$ cat config.mk
export PLATFORM = sky130hd
export DESIGN_NAME = pn_i2s_sched
export DESIGN_NICKNAME = d
export VERILOG_FILES = /design/src/rtl/pn_i2s_pkg.sv /design/src/rtl/pn_i2s_hold.sv /design/src/rtl/pn_i2s_sched.sv
export SDC_FILE = /design/constraint.sdc
export NUM_CORES = 1
export LEC_CHECK = 0
export ABC_CLOCK_PERIOD_IN_PS = 3600
export BUFFER_PORTS_ARGS = -buffer_cell sky130_fd_sc_hd__buf_2
export CAP_MARGIN = 20
export CORE_MARGIN = 10
export CORE_UTILIZATION = 56
export DETAILED_ROUTE_END_ITERATION = 6
export PLACE_DENSITY = 0.79
export SLEW_MARGIN = 20
export SYNTH_ARGS = -nofsm -noshare
export SYNTH_HDL_FRONTEND = slang
export SYNTH_SLANG_ARGS = --single-unit
$ cat constraint.sdc
create_clock -name ax_clk -period 3.6 [get_ports ax_clk]
set_input_delay 0.72 -clock ax_clk [delete_from_list [all_inputs] [get_ports ax_clk]]
set_output_delay 0.72 -clock ax_clk [all_outputs]
set_load 0.02 [all_outputs]
$ cat src/rtl/pn_i2s_pkg.sv
// Shared definitions for the PN audio I2S frame scheduler: mode codes,
// scheduler state codes and the saturating per-channel adder.
package pn_i2s_pkg;

    typedef enum logic [1:0] {
        MODE_S0  = 2'd0,
        MODE_S1  = 2'd1,
        MODE_PRI = 2'd2,
        MODE_MIX = 2'd3
    } mode_e;

    localparam logic [1:0] ST_WAIT_LOW = 2'd0;
    localparam logic [1:0] ST_ARMED    = 2'd1;
    localparam logic [1:0] ST_FETCH    = 2'd2;

    // Signed 16-bit add clamped to [-32768, 32767].
    function automatic logic [15:0] sat_add16(input logic [15:0] a, input logic [15:0] b);
        logic [16:0] s;
        s = {a[15], a} + {b[15], b};
        if (s[16] != s[15]) begin
            return s[16] ? 16'h8000 : 16'h7FFF;
        end
        return s[15:0];
    endfunction

endpackage

$ cat src/rtl/pn_i2s_hold.sv
// One-deep holding register for a sample source.
// Handshake: a word transfers on any edge where valid && ready; ready is ~full
// and never depends on valid. take frees the register on the same edge.
module pn_i2s_hold (
    input  logic        clk,
    input  logic        rst,
    input  logic [31:0] data,
    input  logic        valid,
    output logic        ready,
    input  logic        take,
    output logic [31:0] q,
    output logic        full
);

    assign ready = ~full;

    always_ff @(posedge clk) begin
        if (rst) begin
            full <= 1'b0;
            q    <= 32'd0;
        end else if (valid && !full) begin
            full <= 1'b1;
            q    <= data;
        end else if (take) begin
            full <= 1'b0;
        end
    end

endmodule

$ cat src/rtl/pn_i2s_sched.sv
// Frame scheduler for the I2S transmitter: picks or mixes two buffered sources
// and updates the output word once per LR frame, at the start of the left half.
module pn_i2s_sched
    import pn_i2s_pkg::*;
#(
    parameter int SYNC_STAGES = 2,
    parameter int CNT_W       = 16
) (
    input  logic             ax_clk,
    input  logic             ax_rst,
    input  logic [31:0]      s0_data,
    input  logic             s0_valid,
    output logic             s0_ready,
    input  logic [31:0]      s1_data,
    input  logic             s1_valid,
    output logic             s1_ready,
    input  logic [1:0]       cfg_mode,
    input  logic             cfg_mute,
    input  logic             cfg_uz,
    input  logic             i2s_ready,
    input  logic             i2s_lrck,
    output logic [31:0]      i2s_data,
    output logic             i2s_valid,
    output logic [CNT_W-1:0] underrun_cnt,
    output logic [CNT_W-1:0] frame_cnt,
    output logic [1:0]       fsm_state
);

    logic [SYNC_STAGES-1:0] rdy_sync;
    logic [SYNC_STAGES-1:0] lr_sync;
    logic                   rdy_s;
    logic                   lr_s;
    logic [1:0]             state;
    logic                   fetch;
    logic [31:0]            h0_q;
    logic [31:0]            h1_q;
    logic                   h0_full;
    logic                   h1_full;
    logic                   use0;
    logic                   use1;
    logic                   take0;
    logic                   take1;
    logic                   starved;
    logic [31:0]            next_word;

    pn_i2s_hold u_hold0 (
        .clk   (ax_clk),
        .rst   (ax_rst),
        .data  (s0_data),
        .valid (s0_valid),
        .ready (s0_ready),
        .take  (take0),
        .q     (h0_q),
        .full  (h0_full)
    );

    pn_i2s_hold u_hold1 (
        .clk   (ax_clk),
        .rst   (ax_rst),
        .data  (s1_data),
        .valid (s1_valid),
        .ready (s1_ready),
        .take  (take1),
        .q     (h1_q),
        .full  (h1_full)
    );

    always_ff @(posedge ax_clk) begin
        if (ax_rst) begin
            rdy_sync <= '0;
            lr_sync  <= '0;
        end else begin
            rdy_sync <= {rdy_sync[SYNC_STAGES-2:0], i2s_ready};
            lr_sync  <= {lr_sync[SYNC_STAGES-2:0], i2s_lrck};
        end
    end

    assign rdy_s     = rdy_sync[SYNC_STAGES-1];
    assign lr_s      = lr_sync[SYNC_STAGES-1];
    assign fetch     = (state == ST_FETCH);
    assign fsm_state = state;

    always_comb begin
        use0 = 1'b0;
        use1 = 1'b0;
        case (cfg_mode)
            MODE_S0:  use0 = h0_full;
            MODE_S1:  use1 = h1_full;
            MODE_PRI: begin
                use0 = h0_full;
                use1 = !h0_full && h1_full;
            end
            default: begin
                use0 = h0_full;
                use1 = h1_full;
            end
        endcase

        starved = !(use0 || use1);
        take0   = fetch && use0;
        take1   = fetch && use1;

        if (use0 && use1) begin
            next_word = {sat_add16(h0_q[31:16], h1_q[31:16]),
                         sat_add16(h0_q[15:0],  h1_q[15:0])};
        end else if (use0) begin
            next_word = h0_q;
        end else if (use1) begin
            next_word = h1_q;
        end else if (cfg_uz) begin
            next_word = 32'd0;
        end else begin
            next_word = i2s_data;
        end

        if (cfg_mute) begin
            next_word = 32'd0;
        end
    end

    // Fetching only when ready rises in the left half keeps the word constant
    // across both halves of the frame the transmitter is about to shift.
    always_ff @(posedge ax_clk) begin
        if (ax_rst) begin
            state        <= ST_WAIT_LOW;
            i2s_data     <= 32'd0;
            i2s_valid    <= 1'b0;
            underrun_cnt <= '0;
            frame_cnt    <= '0;
        end else begin
            i2s_valid <= 1'b0;
            case (state)
                ST_WAIT_LOW: begin
                    if (!rdy_s) begin
                        state <= ST_ARMED;
                    end
                end
                ST_ARMED: begin
                    if (rdy_s) begin
                        state <= lr_s ? ST_WAIT_LOW : ST_FETCH;
                    end
                end
                ST_FETCH: begin
                    state     <= ST_WAIT_LOW;
                    i2s_data  <= next_word;
                    i2s_valid <= 1'b1;
                    if (frame_cnt != '1) begin
                        frame_cnt <= frame_cnt + CNT_W'(1);
                    end
                    if (starved && (underrun_cnt != '1)) begin
                        underrun_cnt <= underrun_cnt + CNT_W'(1);
                    end
                end
                default: state <= ST_WAIT_LOW;
            endcase
        end
    end

endmodule

### Word-level counts from Yosys, hierarchy flattened

Cells that the tools add are included.

| storage, ports and cells | value |
|---|---|
| register bits after elaboration | 137 |
| output and inout port bits | 69 |
| logic and storage cells | 73 |

| cells by class | value |
|---|---|
| $add $sub $neg | 4 |
| equality and inequality tests | 10 |
| multiplexer cells | 26 |
| bitwise operators | 2 |
| reduce and logical (&&, ||, !) cells | 20 |

Operators by type and width:

| cell | number |
|---|---|
| $mux 32 | 5 |
| $mux 16 | 6 |
| $add 16x16->17 | 2 |
| $add 16x1->16 const B | 2 |
| $ne 16x16->1 const B | 2 |
| $mux 1 | 10 |
| $reduce_and 2->1 | 4 |
| $logic_and 1x1->1 | 7 |
| $mux 2 | 3 |
| $reduce_bool 5->1 | 1 |
| $eq 2x1->1 const B | 2 |
| $eq 2x2->1 const B | 2 |
| $logic_not 2->1 | 2 |
| $ne 2x2->1 const B | 2 |
| $pmux 2 s2 | 1 |
| $reduce_bool 2->1 | 2 |
| $logic_not 1->1 | 3 |
| $ne 1x1->1 | 2 |
| $not 1->1 | 2 |
| $pmux 1 s2 | 1 |
| $logic_or 1x1->1 | 1 |

### Logic depth before layout (Yosys ltp)

Gate-level depths: netlist (run 1).

| depth | value |
|---|---|
| word-level depth | 8 |
| mapped depth | 14 |

### By module

From an unflattened synthesis (run 1), not the netlist that was laid out.

| unflattened totals | value |
|---|---|
| cell total of the unflattened synthesis | 960 |
| area, all modules | 8341.8 um^2 |

By module, submodules not included:

| module | instances | cells each | area each (um^2) |
|---|---|---|---|
| pn_i2s_sched | 1 | 662 | 5203.7 |
| pn_i2s_hold | 2 | 149 | 1569.0 |

### Worst setup path after synthesis (run 1)

OpenSTA, ideal clock, no wires.

| path | value |
|---|---|
| kind | reg-to-reg |
| start point | register u_hold0.q[2] |
| end point | register i2s_data[12] |
| setup time | 0.117 ns |
| data arrival time | 3.062 ns |
| data required time | 3.483 ns |
| path slack | 0.421 ns |
| cell stages (with the launch flop) | 14 |
| buffers on the path | 1 |
| clock period less this slack | 3.179 ns |
| cell sequence | dfxtp_1 ha_1 and3_1 a221oi_1 a21boi_1 o21ai_0 a21oi_1 mux2i_1 a2111o_1 ha_1 a31oi_1 buf_2 o21ai_0 a22o_1 |

| between the ends | value |
|---|---|
| word-level cells in the longest chain between the ends | 7 |

Ends and longest elaborated chain:

| what | RTL line | RTL |
|---|---|---|
| from (decl) | pn_i2s_hold.sv:11 | `output logic [31:0] q,` |
| from (signal assigned) | pn_i2s_hold.sv:23 | `q <= data;` |
| $add 16x16->17 * | pn_i2s_pkg.sv:19 | `s = {a[15], a} + {b[15], b};` |
| $ne 1x1->1 | pn_i2s_pkg.sv:20 | `if (s[16] != s[15]) begin` |
| $mux 1 | pn_i2s_pkg.sv:20 |  |
| $mux 1 | pn_i2s_sched.sv:103 | `if (use0 && use1) begin` |
| $mux 16 * | pn_i2s_pkg.sv:23 | `return s[15:0];` |
| $mux 32 * | pn_i2s_sched.sv:103 |  |
| $mux 32 * | pn_i2s_sched.sv:116 | `if (cfg_mute) begin` |
| to (signal assigned) | pn_i2s_sched.sv:145 | `i2s_data <= next_word;` |
| to (decl) | pn_i2s_sched.sv:22 | `output logic [31:0] i2s_data,` |

Mark *: on every way between the ends. The rest lies on a longest branch, timed or not. The select of a mux whose other input is x is not followed.
A chain may end at the register's enable or synchronous reset.

### Final worst setup path (run 1)

| path | value |
|---|---|
| start point | register u_hold0.q[2] |
| end point | register i2s_data[13] |

The elaborated chain is that of the path after synthesis.

==> run_results.csv, run 1 <==
group,metric,value,unit
status,status,"finished clean",
global_route,grt-busiest-layer,"met2",
floorplanning,core_area,12800,µm²
sta,worstMarginPinSlew,0.736,ns
clocking,cts_tree,"done",
final_layout,instances_no_fill,1264,
drt,drc,0,
global_route,use_met1,0.276,
logic_synthesis,syn_area_per_cell,7.77,µm²
setup_path,required,3.91,ns
placed_design,place_congestion,0.941,
drt,post_drt_via_cell_ratio,5.66,
placed_design,place_inst,1229,
global_route,grtUsageMet2,0.358,
setup_path,cp_top_family,"compound AO/OA/AOI/OAI gates",
setup_path,path_class,"flip-flop to flip-flop",
final_layout,synthToLayoutAreaGrowth,19.5,%
logic_synthesis,synth.net_count,1062,
setup_path,crit_start,"u_hold0.q[2]",
job,maxCapViolCount,0,
drt,vias,7158,
final_layout,nNetsFinal,1188,
logic_synthesis,synthCells,950,
logic_synthesis,synth_area,7380,µm²
sta,tns,0,ns
setup_path,arrival,3.66,ns
pwr,p_leak,3.82,nW
setup_path,cp_num_buf_inv,1,
pwr,ir_drop,0.369,mV
hold_path,hold_class,"flip-flop to flip-flop",
pwr,power_density,424,nW/µm²
clocking,h-tree-depth,4,
placed_design,io_buffers,142,
setup_path,critPathLaunchType,"flip-flop",
hold_path,hold_start,"lr_sync[1]",
sta,rsz0062_at_grt,"false",
logic_synthesis,synth_edf_count,0,
sta,final-hold-violation-count,0,
floorplanning,die_area,18200,µm²
setup_path,crit_path_end_kind,"flip-flop",
global_route,grt_pass1_vias,6960,
global_route,grt_max_degree,64,
sta,finalWorstSetupSlack,0.258,ns
global_route,antenna_found_initial,6,
setup_path,critPathMaxStageDelay,0.36,ns
drt,drtIter0Drc,478,
clocking,clk_latency,0.43,ns
drt,wl,20600,µm
clocking,numCtsBuffers,17,
logic_synthesis,synth_cell_types,72,
sta,period_needed,3.34,ns
sta,fmax,0.299,GHz
clocking,clkTransAtPathRegs,0.06,ns
sta,fin_worst_skew,0.00991,ns
floorplanning,die_w,135,µm
setup_path,crit_fanout,8,
logic_synthesis,synth_flop_cell,"dfxtp_1",
sta,finalMaxSlewViolations,0,
sta,setup_viol,0,
clocking,clockBufferDepth,2,
drt,ant_nets,0,
placed_design,placed_cell_area,8240,µm²
floorplanning,die_height,135,µm
logic_synthesis,yosysSeqAreaShare,0.372,
clocking,clockRootBuffer,"clkbuf_16",
floorplanning,num_rows,41,
drt,wire_per_inst,16.3,µm
global_route,met3_usage,0.0916,
setup_path,r2r-start,"u_hold0.q[2]",
sta,fin_crit_sh,0.928,
sta,relSlewSlack,0.510,
logic_synthesis,yosys_register_bits,137,
setup_path,cp_slowest_cell,"ha_1",
final_layout,final_util,0.690,
floorplanning,initial_core_util,0.578,
global_route,grt_overflow_total,0,
drt,dr.pass1.iters,7,
final_layout,drive_gt1_frac,0.201,
logic_synthesis,yosysWarnings,0,
placed_design,dp_hpwl,14600,µm
clocking,numClockSinks,137,
global_route,grt.total_usage,0.226,
setup_path,cp_common_cell,"ha_1",
global_route,grt_pass1_wl,33700,µm
setup_path,crit_chain,"ha_1 > and3_1 > a221oi_1 > a21boi_1 > o21ai_1 > a21oi_2 > mux2i_1 > a2111o_1 > ha_1 > buf_4 > nor2_2 > nand2_1 > a21oi_1 > o2bb2ai_1 > nor2_1",
logic_synthesis,synthArstFlopShare,0,
final_layout,final_area,8820,µm²
clocking,post_cts_buffers,0,
placed_design,place_ws,0.182,ns
floorplanning,pin_count,143,
==> worst paths after layout <==
kind / cells past startpoint / slack, ns / endpoint
max: 15 / 0.26 / i2s_data[13]
min reg2reg: 1 / 0.39 / fsm_state[1]
max reg2reg: 15 / 0.26 / i2s_data[13]
min: 1 / 0.39 / fsm_state[1]
==> cell usage after synthesis, drive strengths merged, types with 2 or more instances <==
library cell,instances,area share
nand3,17,0.012
nor2b,12,0.010
o21a,6,0.0061
a21boi,2,0.0020
nor2,91,0.047
a21oi,107,0.075
o22ai,2,0.0017
a22o,12,0.014
o31ai,13,0.015
and4,3,0.0036
nand2,208,0.11
inv,16,0.0081
mux2i,3,0.0041
or3,4,0.0041
fa,2,0.0054
and2,3,0.0025
o41ai,2,0.0044
xor2,34,0.040
a221oi,2,0.0024
nand4,18,0.015
buf,11,0.0081
xnor2,14,0.017
o21bai,2,0.0020
nor4,2,0.0017
or2,2,0.0017
o221ai,4,0.0047
dfxtp,137,0.37
a211oi,15,0.019
and3,12,0.010
a31oi,4,0.0042
o211ai,4,0.0041
ha,36,0.061
clkbuf,42,0.021
a21o,8,0.0081
a211o,4,0.0047
o21ai,57,0.039
a2111oi,3,0.0044
nand2b,6,0.0051
nor3,13,0.0095
==> where the power goes <==
group | leakage (nW) | internal (mW) | switching, mW
Combinational | 2.45 | 0.177 | 0.294
Clock | 0.256 | 0.966 | 0.703
Sequential | 1.11 | 1.56 | 0.0389
Total | 3.82 | 2.71 | 1.04
==> cells in the final DEF (no fill, tap or decap), types with 9 or more instances in the layout <==
master	n
o21ai_1	13
nand4_1	18
and3_1	12
o21ai_0	43
nand2_1	208
clkbuf_16	17
nand3_1	17
a22o_1	12
nor2b_1	9
o31ai_1	11
dfxtp_1	137
buf_4	19
xor2_1	34
inv_1	16
nor3_1	12
buf_2	141
nor2_1	88
xnor2_1	14
a21oi_1	104
a211oi_1	12
ha_1	36
==> what timing repair did <==
action,CTS,global route
endpoints found under the setup margin,0,1
hold buffers,0,0
gates resized for setup,0,3
==> flip-flops by register name, indices dropped and copies added, names as in the netlist, 2 cells and up <==
name	count
i2s_data	32
u_hold0.q	32
u_hold1.q	32
frame_cnt	16
underrun_cnt	16
fsm_state	2
lr_sync	2
rdy_sync	2
==> layer usage <==
metal / routed length (µm) / vias to the layer above
met2: 9070 / 278
met3: 2220 / 27
met5: 21 / -
met4: 235 / 4
li1: - / 3570
met1: 9060 / 3279
==> through the flow <==
stage / hold slack [ns] / power [mW]
global route: 0.405 / 3.90
finish: 0.391 / 3.74
CTS: 0.394 / 3.75
floorplan: 0.373 / 1.94
global placement: 0.378 / 2.08
detailed placement: 0.386 / 2.09
==> worst reg2reg max path, delay by kind of cell (launching register included) <==
| kind | cells | cell delay (ns) |
|---|---|---|
| compound gates | 7 | 1.38 |
| buf+inv | 1 | 0.19 |
| simple gates | 4 | 0.47 |
| flops | 1 | 0.32 |
| mux | 1 | 0.15 |
| fa+ha+maj | 2 | 0.72 |
==> cell families (layout without fill, tap and decap cells) <==
kind of cell / count (synthesis) / after routing / share of synthesized area
adders and majority gates: 38 / 38 / 0.0665
AOI/OAI and AO/OA: 260 / 260 / 0.231
xor gates and xnor gates: 48 / 48 / 0.0570
buffers and inverters: 69 / 208 / 0.0376
DFF: 137 / 137 / 0.372
and+or+nand+nor: 395 / 395 / 0.232
other: 0 / 3 / 0
muxes: 3 / 3 / 0.00407
==> area by class of cell <==
| class | instances | area, µm² |
|---|---|---|
| antenna | 3 | 7.51 |
| clock buffer | 18 | 439 |
| clock inverter | 14 | 128 |
| fill | 1077 | 3960 |
| inverter | 16 | 60.1 |
| multi-input combinational | 744 | 4380 |
| sequential | 137 | 2740 |
| tap | 172 | 215 |
| timing repair buffer | 160 | 848 |
Power figures use the tool's default switching activity.
==> run 2, diff against run 1 <==
CORE_UTILIZATION = 57   (was 56)
SYNTH_HIERARCHICAL = 1   (was not set)
==> run_results.csv, run 2 <==
group,metric,value,unit
status,status,"finished clean",
final_layout,layout_common_cells,"141 x buf_2, 137 x dfxtp_1, 90 x nand2_1",
setup_path,crit_fanout,10,
final_layout,final_common_cell,"buf_2",
global_route,grt.total_usage,0.231,
hold_path,whs_path_depth,1,
final_layout,n_fill_cell,1193,
sta,fin_worst_skew,0.00848,ns
logic_synthesis,synth_flop_cell,"dfxtp_1",
floorplanning,initial_core_util,0.578,
sta,final-hold-violation-count,0,
hold_path,hold_end,"fsm_state[1]",
setup_path,crit_path_end_kind,"flip-flop",
logic_synthesis,syn_area_per_cell,8.69,µm²
setup_path,required,3.93,ns
clocking,clockBufferDepth,2,
final_layout,drive_gt1_frac,0.255,
global_route,grt_pass1_vias,7385,
hold_path,hold_start,"lr_sync[1]",
floorplanning,num_rows,44,
sta,period_needed,3.42,ns
logic_synthesis,synthCells,960,
drt,drc,0,
clocking,clk_latency,0.43,ns
setup_path,reg2reg_slack,0.18,ns
sta,rsz0062_at_grt,"false",
setup_path,arrival,3.74,ns
logic_synthesis,synth.net_count,1072,
drt,vias,7665,
clocking,postCtsHoldBufs,0,
pwr,p_seq_frac,0.402,
logic_synthesis,synth_edf_count,0,
pwr,power.internal,2.87,mW
sta,relSlewSlack,0.453,
clocking,cts_tree,"done",
logic_synthesis,synth.area.top_cells,"dfxtp_1 33%, nand4bb_1 8.6%, nand2b_1 5.5%, ha_1 5.4%, nand2_1 4.0%",
final_layout,instances_no_fill,1289,
setup_path,r2r-start,"u_hold0/q[5]",
floorplanning,die_w,141,µm
setup_path,path_class,"flip-flop to flip-flop",
sta,setup_viol,0,
setup_path,worstReg2RegEnd,"i2s_data[12]",
drt,dr.pass1.iters,5,
drt,ant_nets,0,
floorplanning,pin_count,143,
pwr,clkPwrFrac,0.441,
placed_design,dp_hpwl,16700,µm
logic_synthesis,synth_area,8340,µm²
logic_synthesis,yosysSeqAreaShare,0.329,
clocking,clockRootBuffer,"clkbuf_16",
placed_design,place_congestion,0.917,
logic_synthesis,synth_top_area_cell,"dfxtp_1",
pwr,combinationalPowerShare,0.156,
pwr,swShare,0.287,
global_route,grt_max_degree,63,
logic_synthesis,yosysWarnings,6,
floorplanning,die_area,19900,µm²
placed_design,io_buffers,142,
drt,drtIter0Drc,690,
logic_synthesis,synth_cell_types,69,
floorplanning,core_area,14400,µm²
sta,tns,0,ns
clocking,h-tree-depth,4,
sta,finalMaxSlewViolations,0,
logic_synthesis,yosys_register_bits,137,
pwr,p_leak,4.07,nW
pwr,ir_drop,0.377,mV
setup_path,reg2reg_depth,14,
hold_path,hold_class,"flip-flop to flip-flop",
pwr,power_density,409,nW/µm²
logic_synthesis,yosysMostFrequentCell,"dfxtp_1",
sta,fin_crit_sh,0.949,
global_route,grt_overflow_total,0,
pwr,p_sw,1.16,mW
placed_design,place_inst,1255,
sta,worstMarginPinSlew,0.800,ns
final_layout,synthToLayoutAreaGrowth,18.0,%
drt,post_drt_via_cell_ratio,5.95,
sta,fmax,0.293,GHz
global_route,grt_pass1_wl,37900,µm
drt,wire_per_inst,18.2,µm
clocking,numClockSinks,137,
clocking,numCtsBuffers,17,
logic_synthesis,synthArstFlopShare,0,
drt,wl,23500,µm
global_route,antenna_found_initial,5,
final_layout,nNetsFinal,1203,
floorplanning,die_height,141,µm
final_layout,reg_top3,"i2s_data x32, u_hold0/q x32, u_hold1/q x32",
clocking,clkTransAtPathRegs,0.07,ns
setup_path,critPathLaunchType,"flip-flop",
logic_synthesis,synth_commonest_cells,"137 x dfxtp_1, 90 x nand2_1, 74 x nor2_1",
final_layout,final_util,0.683,
job,maxCapViolCount,0,
logic_synthesis,synth_top_area_frac,0.329,
==> run 2: cell count changes after synthesis, sizes merged, moves of 8 or more <==
cell / change
a22o: -10
nor2: -15
a32o: +10
buf: +15
nand4bb: +64
o211ai: +8
nand2b: +67
a21oi: -76
nor3: +11
o21ai: +58
nand2: -118
==> run 2: cell type report <==
class	count	area (µm²)	share of cell area
Multi-Input combinational cell	745	5250	0.533
Sequential cell	137	2740	0.279
Timing Repair Buffer	178	983	0.0999
Clock buffer	18	429	0.0436
Tap cell	184	230	0.0234
Clock inverter	14	164	0.0166
Inverter	12	45.0	0.00457
Antenna cell	1	2.50	0.000254
==> run 2: what timing repair did <==
| action | CTS | global route |
|---|---|---|
| setup endpoints to repair | 4 | 15 |
| buffers inserted | 0 | 1 |
| pin swaps | 0 | 4 |
| gates resized for setup | 3 | 12 |
==> run 2: logic make-up after synthesis <==
family | Yosys count | synth area share
simple gates | 403 | 0.297
compound gates | 256 | 0.216
flops | 137 | 0.329
buf+inv | 78 | 0.0493
xor+xnor | 46 | 0.0483
fa+ha+maj | 38 | 0.0588
mux | 2 | 0.00240
==> run 2: power groups by stage <==
stage               clock network (mW)  registers, mW  logic, mW
detailed placement                   0           1.65      0.602
CTS                               1.79           1.62      0.613
global placement                     0           1.65      0.593
finish                            1.78           1.62      0.631
global route                      1.86           1.63      0.690
floorplan                            0           1.64      0.439
==> run 2: worst max-delay path, cell delays in order (launching register included) <==
cell and delay [ns]:
dfxtp_1 0.32, ha_1 0.28, nor4_2 0.28, a21oi_1 0.11, a311oi_2 0.29, buf_4 0.16
o21ai_1 0.11, a31o_2 0.25, a21o_1 0.20, xnor2_1 0.13, ha_1 0.36, buf_4 0.20
o21ai_4 0.13, o311ai_0 0.20, a32o_1 0.29
==> run 2: per-layer routing <==
metal | vias to the layer above | wire length [µm] | global-route usage
li1 | 3778 | - | -
met1 | 3586 | 10400 | 0.290
met2 | 260 | 10500 | 0.364
met3 | 37 | 2110 | 0.0846
met4 | 4 | 377 | 0.0609
met5 | - | 27 | 0
==> run 2: worst max-delay path by stage <==
stage | to | slack, ns | start | cells past startpoint
6_report | i2s_data[12] | 0.18 | u_hold0/q[5] | 14
5_1_grt | i2s_data[11] | 0.02 | u_hold0/q[1] | 13
4_1_cts | i2s_data[14] | 0.0001 | u_hold0/q[4] | 14
3_5_place_dp | i2s_data[12] | 0.009 | u_hold0/q[1] | 14
3_3_place_gp | i2s_data[12] | 0.10 | u_hold0/q[1] | 14
2_1_floorplan | i2s_data[12] | 0.16 | u_hold0/q[1] | 14
==> run 2: per-stage QoR <==
step | power, mW | worst slack, ns | area (µm²) | hold slack (ns)
3_5_place_dp | 2.25 | 0.00905 | 9180 | 0.379
4_1_cts | 4.02 | 0.000119 | 9800 | 0.388
2_1_floorplan | 2.08 | 0.162 | 8340 | 0.373
5_1_grt | 4.18 | 0.0170 | 9840 | 0.397
6_report | 4.03 | 0.183 | 9850 | 0.387
3_3_place_gp | 2.24 | 0.103 | 9180 | 0.376
==> run 3, diff against run 2 <==
ABC_AREA = 1   (was not set)
==> run_results.csv, run 3 <==
group,metric,value,unit
status,status,"finished clean",
logic_synthesis,synth.area.top_cells,"dfxtp_1 32%, nand2_1 15%, nor2_1 9.0%, nand3_1 7.4%, inv_1 6.8%",
hold_path,hold_start,"lr_sync[1]",
setup_path,crit_fanout,10,
sta,rsz0062_at_grt,"false",
logic_synthesis,synth_area,8610,µm²
logic_synthesis,synth_compound_area_frac,0.119,
setup_path,crit_chain,"ha_1 > a21oi_1 > o21ai_0 > a21oi_1 > nand2_1 > a21oi_1 > o21bai_1 > xor2_1 > ha_1 > clkinv_1 > o21ai_0 > nand2_1 > nand2_1 > nand2_1 > a21oi_1",
final_layout,layout_common_cells,"353 x nand2_1, 207 x nor2_1, 154 x inv_1",
logic_synthesis,synth_top_family_by_area,"simple AND/OR/NAND/NOR gates",
setup_path,required,3.94,ns
logic_synthesis,synth_flop_cell,"dfxtp_1",
clocking,numClockSinks,137,
sta,finalWorstSetupSlack,0.520,ns
floorplanning,initial_core_util,0.588,
drt,vias,8879,
final_layout,final_util,0.679,
global_route,antenna_found_initial,0,
clocking,cts_tree,"done",
clocking,clockBufferDepth,2,
pwr,ir_drop,0.358,mV
placed_design,io_buffers,142,
drt,drc,0,
sta,fmax,0.325,GHz
sta,setup_viol,0,
logic_synthesis,synthArstFlopShare,0,
logic_synthesis,synth_top_area_cell,"dfxtp_1",
sta,tns,0,ns
global_route,grt_max_degree,39,
clocking,h-tree-depth,4,
logic_synthesis,synthMuxAreaShare,0,
logic_synthesis,synthCells,1359,
setup_path,crit_path_end_kind,"flip-flop",
logic_synthesis,yosys.area_share.simple,0.370,
final_layout,synthToLayoutAreaGrowth,15.6,%
clocking,numCtsBuffers,17,
job,maxCapViolCount,0,
setup_path,critPathLaunchType,"flip-flop",
sta,fin_worst_skew,0.0112,ns
final_layout,final_common_cell,"nand2_1",
drt,wire_per_inst,14.9,µm
final_layout,instances_no_fill,1675,
placed_design,place_congestion,0.922,
clocking,clk_latency,0.43,ns
drt,post_drt_via_cell_ratio,5.30,
hold_path,hold_class,"flip-flop to flip-flop",
sta,fin_crit_sh,0.855,
global_route,grt_pass1_vias,8401,
global_route,grt_overflow_total,0,
sta,finalMaxSlewViolations,0,
logic_synthesis,synth_top_area_frac,0.319,
final_layout,n_fill_cell,1368,
logic_synthesis,synth_xor_area_frac,0.0254,
setup_path,cp_num_buf_inv,1,
placed_design,place_ws,0.539,ns
clocking,clkTransAtPathRegs,0.06,ns
floorplanning,core_area,14600,µm²
sta,relSlewSlack,0.279,
final_layout,antenna_cells,0,
placed_design,place_inst,1643,
sta,worstMarginPinSlew,1.08,ns
setup_path,critPathMaxStageDelay,0.35,ns
floorplanning,die_area,20400,µm²
placed_design,dp_hpwl,18400,µm
clocking,postCtsHoldBufs,0,
final_layout,nNetsFinal,1590,
logic_synthesis,yosysWarnings,6,
setup_path,cp_slowest_cell,"ha_1",
logic_synthesis,yosysSeqAreaShare,0.319,
pwr,power_density,431,nW/µm²
logic_synthesis,syn_area_per_cell,6.33,µm²
final_layout,reg_top3,"i2s_data x32, u_hold0/q x32, u_hold1/q x32",
logic_synthesis,synth_edf_count,0,
setup_path,arrival,3.42,ns
sta,final-hold-violation-count,0,
floorplanning,die_height,143,µm
floorplanning,pin_count,143,
drt,drtIter0Drc,595,
setup_path,crit_start,"u_hold0/q[6]",
logic_synthesis,synth_fa_ha_area_frac,0.0570,
floorplanning,num_rows,44,
setup_path,r2r-start,"u_hold0/q[6]",
drt,dr.pass1.iters,5,
clocking,ctsResizeCount,0,
final_layout,drive_gt1_frac,0.159,
sta,period_needed,3.08,ns
drt,wl,25000,µm
floorplanning,die_w,143,µm
logic_synthesis,synth_commonest_cells,"353 x nand2_1, 207 x nor2_1, 155 x inv_1",
global_route,grt.total_usage,0.244,
logic_synthesis,synth.net_count,1471,
logic_synthesis,synth_cell_types,44,
clocking,clockRootBuffer,"clkbuf_16",
setup_path,path_class,"flip-flop to flip-flop",
sta,holdWs,0.396,ns
logic_synthesis,yosys_register_bits,137,
global_route,grt_pass1_wl,40900,µm
logic_synthesis,yosysMostFrequentCell,"nand2_1",
pwr,p_leak,4.86,nW
drt,ant_nets,0,
setup_path,cp_top_family,"compound AO/OA/AOI/OAI gates",
clocking,post_cts_buffers,0,
## run 3: routing by layer
layer	wire (µm)	vias to the layer above	global-route usage	share of wire
met5	0	-	0	0
met4	336	0	0.0744	0.013
met3	2030	27	0.0624	0.081
li1	-	4541	-	-
met1	11700	3986	0.323	0.47
met2	10900	325	0.381	0.44
## run 3: cell type report
type / count / area, µm² / share of cell area
Tap cell: 184 / 230 / 0.0231
Sequential cell: 137 / 2740 / 0.276
Multi-Input combinational cell: 1002 / 4920 / 0.494
Clock inverter: 12 / 161 / 0.0162
Inverter: 165 / 622 / 0.0625
Clock buffer: 20 / 467 / 0.0469
Timing Repair Buffer: 155 / 808 / 0.0812
## run 3: path summary, 6_finish.rpt
path              slack (ns)  cells after the start      endpoint
hold reg to reg         0.40                      1  fsm_state[1]
setup / recovery        0.52                     15   i2s_data[2]
setup reg to reg        0.52                     15   i2s_data[2]
hold / removal          0.40                      1  fsm_state[1]
## run 3: logic make-up after synthesis
| kind of cell | Yosys count |
|---|---|
| buffers and inverters | 220 |
| AO/OA/AOI/OAI | 188 |
| flip-flops | 137 |
| AND/OR/NAND/NOR | 751 |
| XOR/XNOR | 25 |
| adder cells (fa/ha/maj) | 38 |
## run 3: where the power goes
group | total (mW) | internal, mW | switching, mW | leakage [nW]
combinational | 0.794 | 0.283 | 0.511 | 3.44
sequential | 1.64 | 1.58 | 0.0611 | 1.12
clock | 1.85 | 1.15 | 0.698 | 0.300
total | 4.29 | 3.02 | 1.27 | 4.86
## run 3: per-stage QoR
step | total power [mW] | area (µm²)
2_1_floorplan | 2.26 | 8610
3_3_place_gp | 2.45 | 9320
3_5_place_dp | 2.46 | 9320
4_1_cts | 4.30 | 9950
5_1_grt | 4.50 | 9950
6_report | 4.29 | 9950
